===== src/rtl/pipeline_pkg.sv =====
// Shared definitions for the RV32I decode stage: opcodes, ALU-op encoding,
// immediate formats, control bundle and the ID/EX register layout.
package pipeline_pkg;

  localparam logic [6:0] OPC_LUI    = 7'b0110111;
  localparam logic [6:0] OPC_AUIPC  = 7'b0010111;
  localparam logic [6:0] OPC_JAL    = 7'b1101111;
  localparam logic [6:0] OPC_JALR   = 7'b1100111;
  localparam logic [6:0] OPC_BRANCH = 7'b1100011;
  localparam logic [6:0] OPC_LOAD   = 7'b0000011;
  localparam logic [6:0] OPC_STORE  = 7'b0100011;
  localparam logic [6:0] OPC_OPIMM  = 7'b0010011;
  localparam logic [6:0] OPC_OP     = 7'b0110011;

  localparam logic [1:0] ALU_ADD = 2'b00;
  localparam logic [1:0] ALU_BR  = 2'b01;
  localparam logic [1:0] ALU_R   = 2'b10;
  localparam logic [1:0] ALU_I   = 2'b11;

  localparam logic [31:0] NOP_INSTR = 32'h0000_0013;

  // IMM_NONE covers R-type and illegal encodings (immediate driven as 0)
  typedef enum logic [2:0] {IMM_NONE, IMM_I, IMM_S, IMM_B, IMM_U, IMM_J} imm_type_e;

  typedef struct packed {
    imm_type_e  imm_type;
    logic [1:0] alu_op;
    logic       alu_src;
    logic       mem_read;
    logic       mem_write;
    logic       reg_write;
    logic       mem_to_reg;
    logic       branch;
    logic       jump;
    logic       illegal;
    logic       rs1_used;
    logic       rs2_used;
  } ctrl_t;

  typedef struct packed {
    logic        valid;
    logic [31:0] pc;
    logic [31:0] pc_plus4;
    logic [31:0] rs1_data;
    logic [31:0] rs2_data;
    logic [31:0] imm;
    logic [4:0]  rs1;
    logic [4:0]  rs2;
    logic [4:0]  rd;
    logic [2:0]  funct3;
    logic        funct7b5;
    logic [1:0]  alu_op;
    logic        alu_src;
    logic        mem_read;
    logic        mem_write;
    logic        reg_write;
    logic        mem_to_reg;
    logic        branch;
    logic        jump;
    logic        illegal;
  } idex_t;

  function automatic logic [31:0] gen_imm(input logic [31:0] i, input imm_type_e t);
    case (t)
      IMM_I:   gen_imm = {{20{i[31]}}, i[31:20]};
      IMM_S:   gen_imm = {{20{i[31]}}, i[31:25], i[11:7]};
      IMM_B:   gen_imm = {{19{i[31]}}, i[31], i[7], i[30:25], i[11:8], 1'b0};
      IMM_U:   gen_imm = {i[31:12], 12'b0};
      IMM_J:   gen_imm = {{11{i[31]}}, i[31], i[19:12], i[20], i[30:21], 1'b0};
      default: gen_imm = '0;
    endcase
  endfunction

endpackage


===== src/rtl/pipeline_regfile.sv =====
// 32x32 register file: two async read ports, one sync write port, x0 hardwired 0.
// `PSRV_RF_BYPASS_EN` makes reads write-through against the same-cycle writeback.
module pipeline_regfile (
  input  logic        clk_i,
  input  logic        we,
  input  logic [4:0]  waddr,
  input  logic [31:0] wdata,
  input  logic [4:0]  raddr1,
  input  logic [4:0]  raddr2,
  output logic [31:0] rdata1,
  output logic [31:0] rdata2
);

  logic [31:0] mem [32];

  // contents are deliberately left unreset
  always_ff @(posedge clk_i)
    if (we && waddr != 5'd0) mem[waddr] <= wdata;

  function automatic logic [31:0] rd_port(input logic [4:0] a, input logic [31:0] stored);
    if (a == 5'd0) rd_port = '0;
`ifdef PSRV_RF_BYPASS_EN
    else if (we && waddr == a) rd_port = wdata;
`endif
    else rd_port = stored;
  endfunction

  assign rdata1 = rd_port(raddr1, mem[raddr1]);
  assign rdata2 = rd_port(raddr2, mem[raddr2]);

endmodule


===== src/rtl/pipeline_decode.sv =====
// RV32I decode stage: IF/ID register, regfile, immediates, control, load-use stall, ID/EX.
// Register-file write-through is selected by `PSRV_RF_BYPASS_EN` (see pipeline_regfile).
module pipeline_decode #(
  parameter logic [31:0] NOP_INSTR = pipeline_pkg::NOP_INSTR
) (
  input  logic        clk_i,
  input  logic        reset_i,
  input  logic [31:0] instruction_i,
  input  logic [31:0] pc_i,
  input  logic [31:0] pc_plus4_i,
  input  logic        flush_i,
  input  logic        wb_en_i,
  input  logic [4:0]  wb_rd_i,
  input  logic [31:0] wb_data_i,
  output logic        stall_o,
  output logic        ex_valid_o,
  output logic [31:0] ex_pc_o,
  output logic [31:0] ex_pc_plus4_o,
  output logic [31:0] ex_rs1_data_o,
  output logic [31:0] ex_rs2_data_o,
  output logic [31:0] ex_imm_o,
  output logic [4:0]  ex_rs1_o,
  output logic [4:0]  ex_rs2_o,
  output logic [4:0]  ex_rd_o,
  output logic [2:0]  ex_funct3_o,
  output logic        ex_funct7b5_o,
  output logic [1:0]  ex_alu_op_o,
  output logic        ex_alu_src_o,
  output logic        ex_mem_read_o,
  output logic        ex_mem_write_o,
  output logic        ex_reg_write_o,
  output logic        ex_mem_to_reg_o,
  output logic        ex_branch_o,
  output logic        ex_jump_o,
  output logic        ex_illegal_o
);
  import pipeline_pkg::*;

  logic [31:0] if_instr, if_pc, if_pc4;
  logic        if_vld;
  ctrl_t       ctl;
  idex_t       ex_d, ex_q;
  logic [31:0] rdata1, rdata2;
  logic [4:0]  rs1, rs2, rd;
  logic [6:0]  opc;

  always_ff @(posedge clk_i or negedge reset_i)
    if (!reset_i) begin
      if_instr <= NOP_INSTR;
      if_pc    <= '0;
      if_pc4   <= '0;
      if_vld   <= 1'b0;
    end else if (flush_i) begin
      if_instr <= NOP_INSTR;
      if_pc    <= '0;
      if_pc4   <= '0;
      if_vld   <= 1'b0;
    end else if (!stall_o) begin
      if_instr <= instruction_i;
      if_pc    <= pc_i;
      if_pc4   <= pc_plus4_i;
      if_vld   <= 1'b1;
    end

  assign opc = if_instr[6:0];
  assign rd  = if_instr[11:7];
  assign rs1 = if_instr[19:15];
  assign rs2 = if_instr[24:20];

  always_comb begin
    ctl = '0;
    case (opc)
      OPC_LUI, OPC_AUIPC: begin
        ctl.imm_type = IMM_U; ctl.alu_src = 1'b1; ctl.reg_write = 1'b1;
      end
      OPC_JAL: begin
        ctl.imm_type = IMM_J; ctl.jump = 1'b1; ctl.reg_write = 1'b1;
      end
      OPC_JALR: begin
        ctl.imm_type = IMM_I; ctl.jump = 1'b1; ctl.alu_src = 1'b1;
        ctl.reg_write = 1'b1; ctl.rs1_used = 1'b1;
      end
      OPC_BRANCH: begin
        ctl.imm_type = IMM_B; ctl.branch = 1'b1; ctl.alu_op = ALU_BR;
        ctl.rs1_used = 1'b1; ctl.rs2_used = 1'b1;
      end
      OPC_LOAD: begin
        ctl.imm_type = IMM_I; ctl.mem_read = 1'b1; ctl.mem_to_reg = 1'b1;
        ctl.alu_src = 1'b1; ctl.reg_write = 1'b1; ctl.rs1_used = 1'b1;
      end
      OPC_STORE: begin
        ctl.imm_type = IMM_S; ctl.mem_write = 1'b1; ctl.alu_src = 1'b1;
        ctl.rs1_used = 1'b1; ctl.rs2_used = 1'b1;
      end
      OPC_OPIMM: begin
        ctl.imm_type = IMM_I; ctl.alu_op = ALU_I; ctl.alu_src = 1'b1;
        ctl.reg_write = 1'b1; ctl.rs1_used = 1'b1;
      end
      OPC_OP: begin
        ctl.alu_op = ALU_R; ctl.reg_write = 1'b1;
        ctl.rs1_used = 1'b1; ctl.rs2_used = 1'b1;
      end
      default: ctl.illegal = 1'b1;
    endcase
  end

  pipeline_regfile u_rf (
    .clk_i  (clk_i),
    .we     (wb_en_i),
    .waddr  (wb_rd_i),
    .wdata  (wb_data_i),
    .raddr1 (rs1),
    .raddr2 (rs2),
    .rdata1 (rdata1),
    .rdata2 (rdata2)
  );

  // flush overrides the stall so a wrong-path consumer never holds fetch
  assign stall_o = ex_q.valid & ex_q.mem_read & (ex_q.rd != 5'd0) &
                   ((ctl.rs1_used & (ex_q.rd == rs1)) | (ctl.rs2_used & (ex_q.rd == rs2))) &
                   ~flush_i;

  always_comb begin
    ex_d            = '0;
    ex_d.valid      = 1'b1;
    ex_d.pc         = if_pc;
    ex_d.pc_plus4   = if_pc4;
    ex_d.rs1_data   = rdata1;
    ex_d.rs2_data   = rdata2;
    ex_d.imm        = gen_imm(if_instr, ctl.imm_type);
    ex_d.rs1        = rs1;
    ex_d.rs2        = rs2;
    ex_d.rd         = rd;
    ex_d.funct3     = if_instr[14:12];
    ex_d.funct7b5   = if_instr[30];
    ex_d.alu_op     = ctl.alu_op;
    ex_d.alu_src    = ctl.alu_src;
    ex_d.mem_read   = ctl.mem_read;
    ex_d.mem_write  = ctl.mem_write;
    ex_d.reg_write  = ctl.reg_write;
    ex_d.mem_to_reg = ctl.mem_to_reg;
    ex_d.branch     = ctl.branch;
    ex_d.jump       = ctl.jump;
    ex_d.illegal    = ctl.illegal;
  end

  // an invalid IF/ID (post-reset/flush NOP) also enters EX as an all-zero bubble
  always_ff @(posedge clk_i or negedge reset_i)
    if (!reset_i)                            ex_q <= '0;
    else if (flush_i || stall_o || !if_vld)  ex_q <= '0;
    else                                     ex_q <= ex_d;

  assign ex_valid_o      = ex_q.valid;
  assign ex_pc_o         = ex_q.pc;
  assign ex_pc_plus4_o   = ex_q.pc_plus4;
  assign ex_rs1_data_o   = ex_q.rs1_data;
  assign ex_rs2_data_o   = ex_q.rs2_data;
  assign ex_imm_o        = ex_q.imm;
  assign ex_rs1_o        = ex_q.rs1;
  assign ex_rs2_o        = ex_q.rs2;
  assign ex_rd_o         = ex_q.rd;
  assign ex_funct3_o     = ex_q.funct3;
  assign ex_funct7b5_o   = ex_q.funct7b5;
  assign ex_alu_op_o     = ex_q.alu_op;
  assign ex_alu_src_o    = ex_q.alu_src;
  assign ex_mem_read_o   = ex_q.mem_read;
  assign ex_mem_write_o  = ex_q.mem_write;
  assign ex_reg_write_o  = ex_q.reg_write;
  assign ex_mem_to_reg_o = ex_q.mem_to_reg;
  assign ex_branch_o     = ex_q.branch;
  assign ex_jump_o       = ex_q.jump;
  assign ex_illegal_o    = ex_q.illegal;

endmodule


===== config.mk =====
export PLATFORM = sky130hd
export DESIGN_NAME = pipeline_decode
export DESIGN_NICKNAME = d
export VERILOG_FILES = /design/src/rtl/pipeline_pkg.sv /design/src/rtl/pipeline_regfile.sv /design/src/rtl/pipeline_decode.sv
export SDC_FILE = /design/constraint.sdc
export NUM_CORES = 2
export LEC_CHECK = 0
export ABC_CLOCK_PERIOD_IN_PS = 2400
export CAP_MARGIN = 20
export CORE_UTILIZATION = 30
export CTS_CLUSTER_SIZE = 28
export DETAILED_ROUTE_END_ITERATION = 7
export DONT_BUFFER_PORTS = 1
export PLACE_DENSITY_LB_ADDON = 0.08
export SETUP_SLACK_MARGIN = 0.15
export SKIP_CTS_REPAIR_TIMING = 1
export SYNTH_ARGS = -nofsm -noshare
export SYNTH_HDL_FRONTEND = slang
export SYNTH_HIERARCHICAL = 1
export SYNTH_SLANG_ARGS = --single-unit

===== constraint.sdc =====
create_clock -name clk_i -period 2.4 [get_ports clk_i]
set_input_delay 0.12 -clock clk_i [delete_from_list [all_inputs] [get_ports clk_i]]
set_output_delay 0.12 -clock clk_i [all_outputs]
set_load 0.02 [all_outputs]

==> summary.txt <==
status - finished with violations
failing checks - negative hold slack, negative setup slack
clock root buffer master - clkbuf_16
Worst VDD drop - 0.733 mV
global placer's final weighted congestion - 0.806
list of most frequent post-synthesis cells - 1024 x edfxtp_1, 320 x mux2i_1, 316 x mux4_2
total wirelength of the detailed-routed design - 234 mm
Synth Area in XOR/XNOR - 0.00150
vias per cell - 5.62
number of top-level pins - 328
violation count after the first detailed-routing iteration - 3351
CTS tree - yes
# rows - 161
Remaining Overflow, GRT - 0
dominant combinational cell family by area after synthesis - multiplexers
Worst Path Required - 2.28 ns
Period minus WS final - 2.74 ns
post-detailed-route count of antenna-violating nets - 0
Yosys top cell area share - 0.528
Clock H-tree levels - 4
die height - 443 um
adder-cell share of the synthesized area - 0
setup clock skew after layout - 0.0298 ns
routed length on met1 - 97.0 mm
fmax - 365 MHz
most frequent cell after synthesis - edfxtp_1
number of warnings reported in the yosys synthesis log - 6
Layout Nets - 4044
detailed route wirelength on metal2 - 115 mm
global-route wire length before repair - 315 mm
multiplexer area fraction after synthesis - 0.206
number of synthesized flops with an enable pin - 1024
mean area per synthesized cell - 17.6 um^2
number of max-cap violations - 0
area fraction in and, or, nand and nor cells after synthesis - 0.0448
Least-Margin Pin Slew - 1.11 ns
Initial Util - 0.302
Setup CP Type - register to primary output
share of the cycle needed by the critical path after routing - 1.14
core box area - 193000 um^2
unrepaired setup endpoints after global routing - yes
clock network latency to the later pin of the worst-skew pair - 0.82 ns
number of port buffers - 0
synthesis-to-layout area growth - 28.3%
Synth area leaders - edfxtp_1 53%, mux4_2 12%, dfrtp_1 12%
Detailed Place HPWL - 138 mm
residual DRC count - 0
register area share after synthesis - 0.651
post-placement setup slack - -0.508 ns
Post-synth top flop - edfxtp_1
gate count of the mapped netlist - 3314
post-detailed-route wirelength per cell - 35.6 um
crit path max fanout - 9
horizontal die dimension - 443 um
number of buffers inserted during clock tree synthesis - 157
total of endpoints with negative setup slack in the final report - 232
total number of vias - 37000
number of hold violations in the final report - 286
cell leakage power - 25.4 nW
Clk pin slew, worst setup/hold paths - 0.06 ns
clock tree sinks - 1310
largest net degree at the start of global routing - 287
flip-flop and latch count after synthesis - 1310
total non-filler cell area in the finished layout - 74700 um^2
element type at the critical path start - register
DR pass1 iterations - 7
nature of the critical path endpoint - primary output
leading area contributor after synthesis - edfxtp_1
worst min-delay path category - input port to asynchronous set/reset pin
aggregate global-route resource usage - 0.230
layout cell share with drive strength beyond 1 - 0.330
top routing layer in use - met4
Compound-Gate Fraction of Synth Area - 0.0700
unique cell type count in the Yosys netlist - 65
Max clock buf depth - 3
Arr. time, crit path - 2.62 ns
Finished Core Util - 0.388
Power Density - 742 nW/um^2
Relative slew margins - 0.259
total standard cell area after synthesis - 58200 um^2
die area - 196000 um^2
Post-synth ARST share - 0.218
post-route setup slack - -0.340 ns
vias in the first global route - 37500
amount of wire on met3 after detailed routing - 14.9 mm
instance area at placement - 65200 um^2
initial antenna violation count - 11
Min Hold Slack - -0.987 ns
Final Slew Violations - 0
layout by cell type, fill, tap and decap left out, types with 96 or more instances in the layout:
cell           instances
edfxtp_1            1024
mux2i_1              320
mux4_2               316
buf_4                290
dfrtp_1              273
clkbuf_16            186
buf_12               165
dlygate4sd3_1        165
nand2_1              106
nor3b_1               96
worst max-delay path: stages, from the launching register on:
cell      delay [ns]
dfrtp_4         0.57
xor2_1          0.19
nor4_2          0.34
nand2_1         0.17
buf_6           0.15
a211oi_4        0.22
buf_6           0.16
cells by family after synthesis:
kind of cell              count (synthesis)
buffers and inverters                   293
other                                     1
xor gates and xnor gates                 10
DFF                                    1310
and+or+nand+nor                         448
muxes                                   736
AOI/OAI and AO/OA                       516
worst paths after layout:
kind                       slack, ns        startpoint  cells past startpoint           endpoint
setup / recovery               -0.34      if_instr[17]                      6            stall_o
hold / removal                 -0.99           reset_i                      0          if_pc[24]
setup reg to reg               -0.29       if_instr[1]                     12  ex_rs2_data_o[10]
hold reg to reg                 0.49        if_pc4[15]                      1         if_pc4[15]
max in group asynchronous       2.86           reset_i                      0  ex_rs2_data_o[14]
min in group clk_i              0.01  instruction_i[8]                      2        if_instr[8]
routing by layer:
layer  vias to the layer above  global-route usage
met4                         0              0.0688
met3                       353              0.0466
met5                         -                   0
li1                      15000                   -
met2                      1638               0.384
met1                     20000               0.301
flip-flops by register name (all words and copies together) (netlist names), 2 cells and up:
| register | flops |
|---|---|
| if_pc | 32 |
| ex_rs1_o | 5 |
| ex_rs1_data_o | 32 |
| u_rf/mem | 1024 |
| ex_imm_o | 32 |
| ex_pc_plus4_o | 32 |
| if_instr | 32 |
| ex_pc_o | 32 |
| ex_rs2_data_o | 32 |
| ex_alu_op_o | 2 |
| ex_funct3_o | 3 |
| ex_rs2_o | 5 |
| if_pc4 | 32 |
| ex_rd_o | 5 |
power by group:
| group | switching (mW) | internal [mW] | total (mW) |
|---|---|---|---|
| logic | 2.88 | 2.40 | 5.28 |
| registers | 0.414 | 25.0 | 25.4 |
| clock network | 9.95 | 14.8 | 24.7 |
per-stage QoR:
stage / power [mW] / setup TNS, ns / instances / hold slack [ns]
after floorplan: 28.2 / -32.25 / 3345 / -0.176
after global placement: 30.3 / -12.52 / 6002 / -0.167
after detailed placement: 30.3 / -12.23 / 6003 / -0.169
after CTS: 55.2 / -16.08 / 6297 / -1.07
after global routing: 57.1 / -69.83 / 6573 / -1.04
final: 55.4 / -40.31 / 6574 / -0.987
layout make-up:
cell class,instances,area [um^2]
Fill cell,17400,118000
Sequential cell,1310,37900
Multi-Input combinational cell,1743,19800
Timing Repair Buffer,687,8400
Clock buffer,223,4510
Tap cell,2526,3160
Clock inverter,71,853
Inverter,8,32.5
Antenna cell,6,15.0
Note: power is estimated with default switching activity, not from simulation.
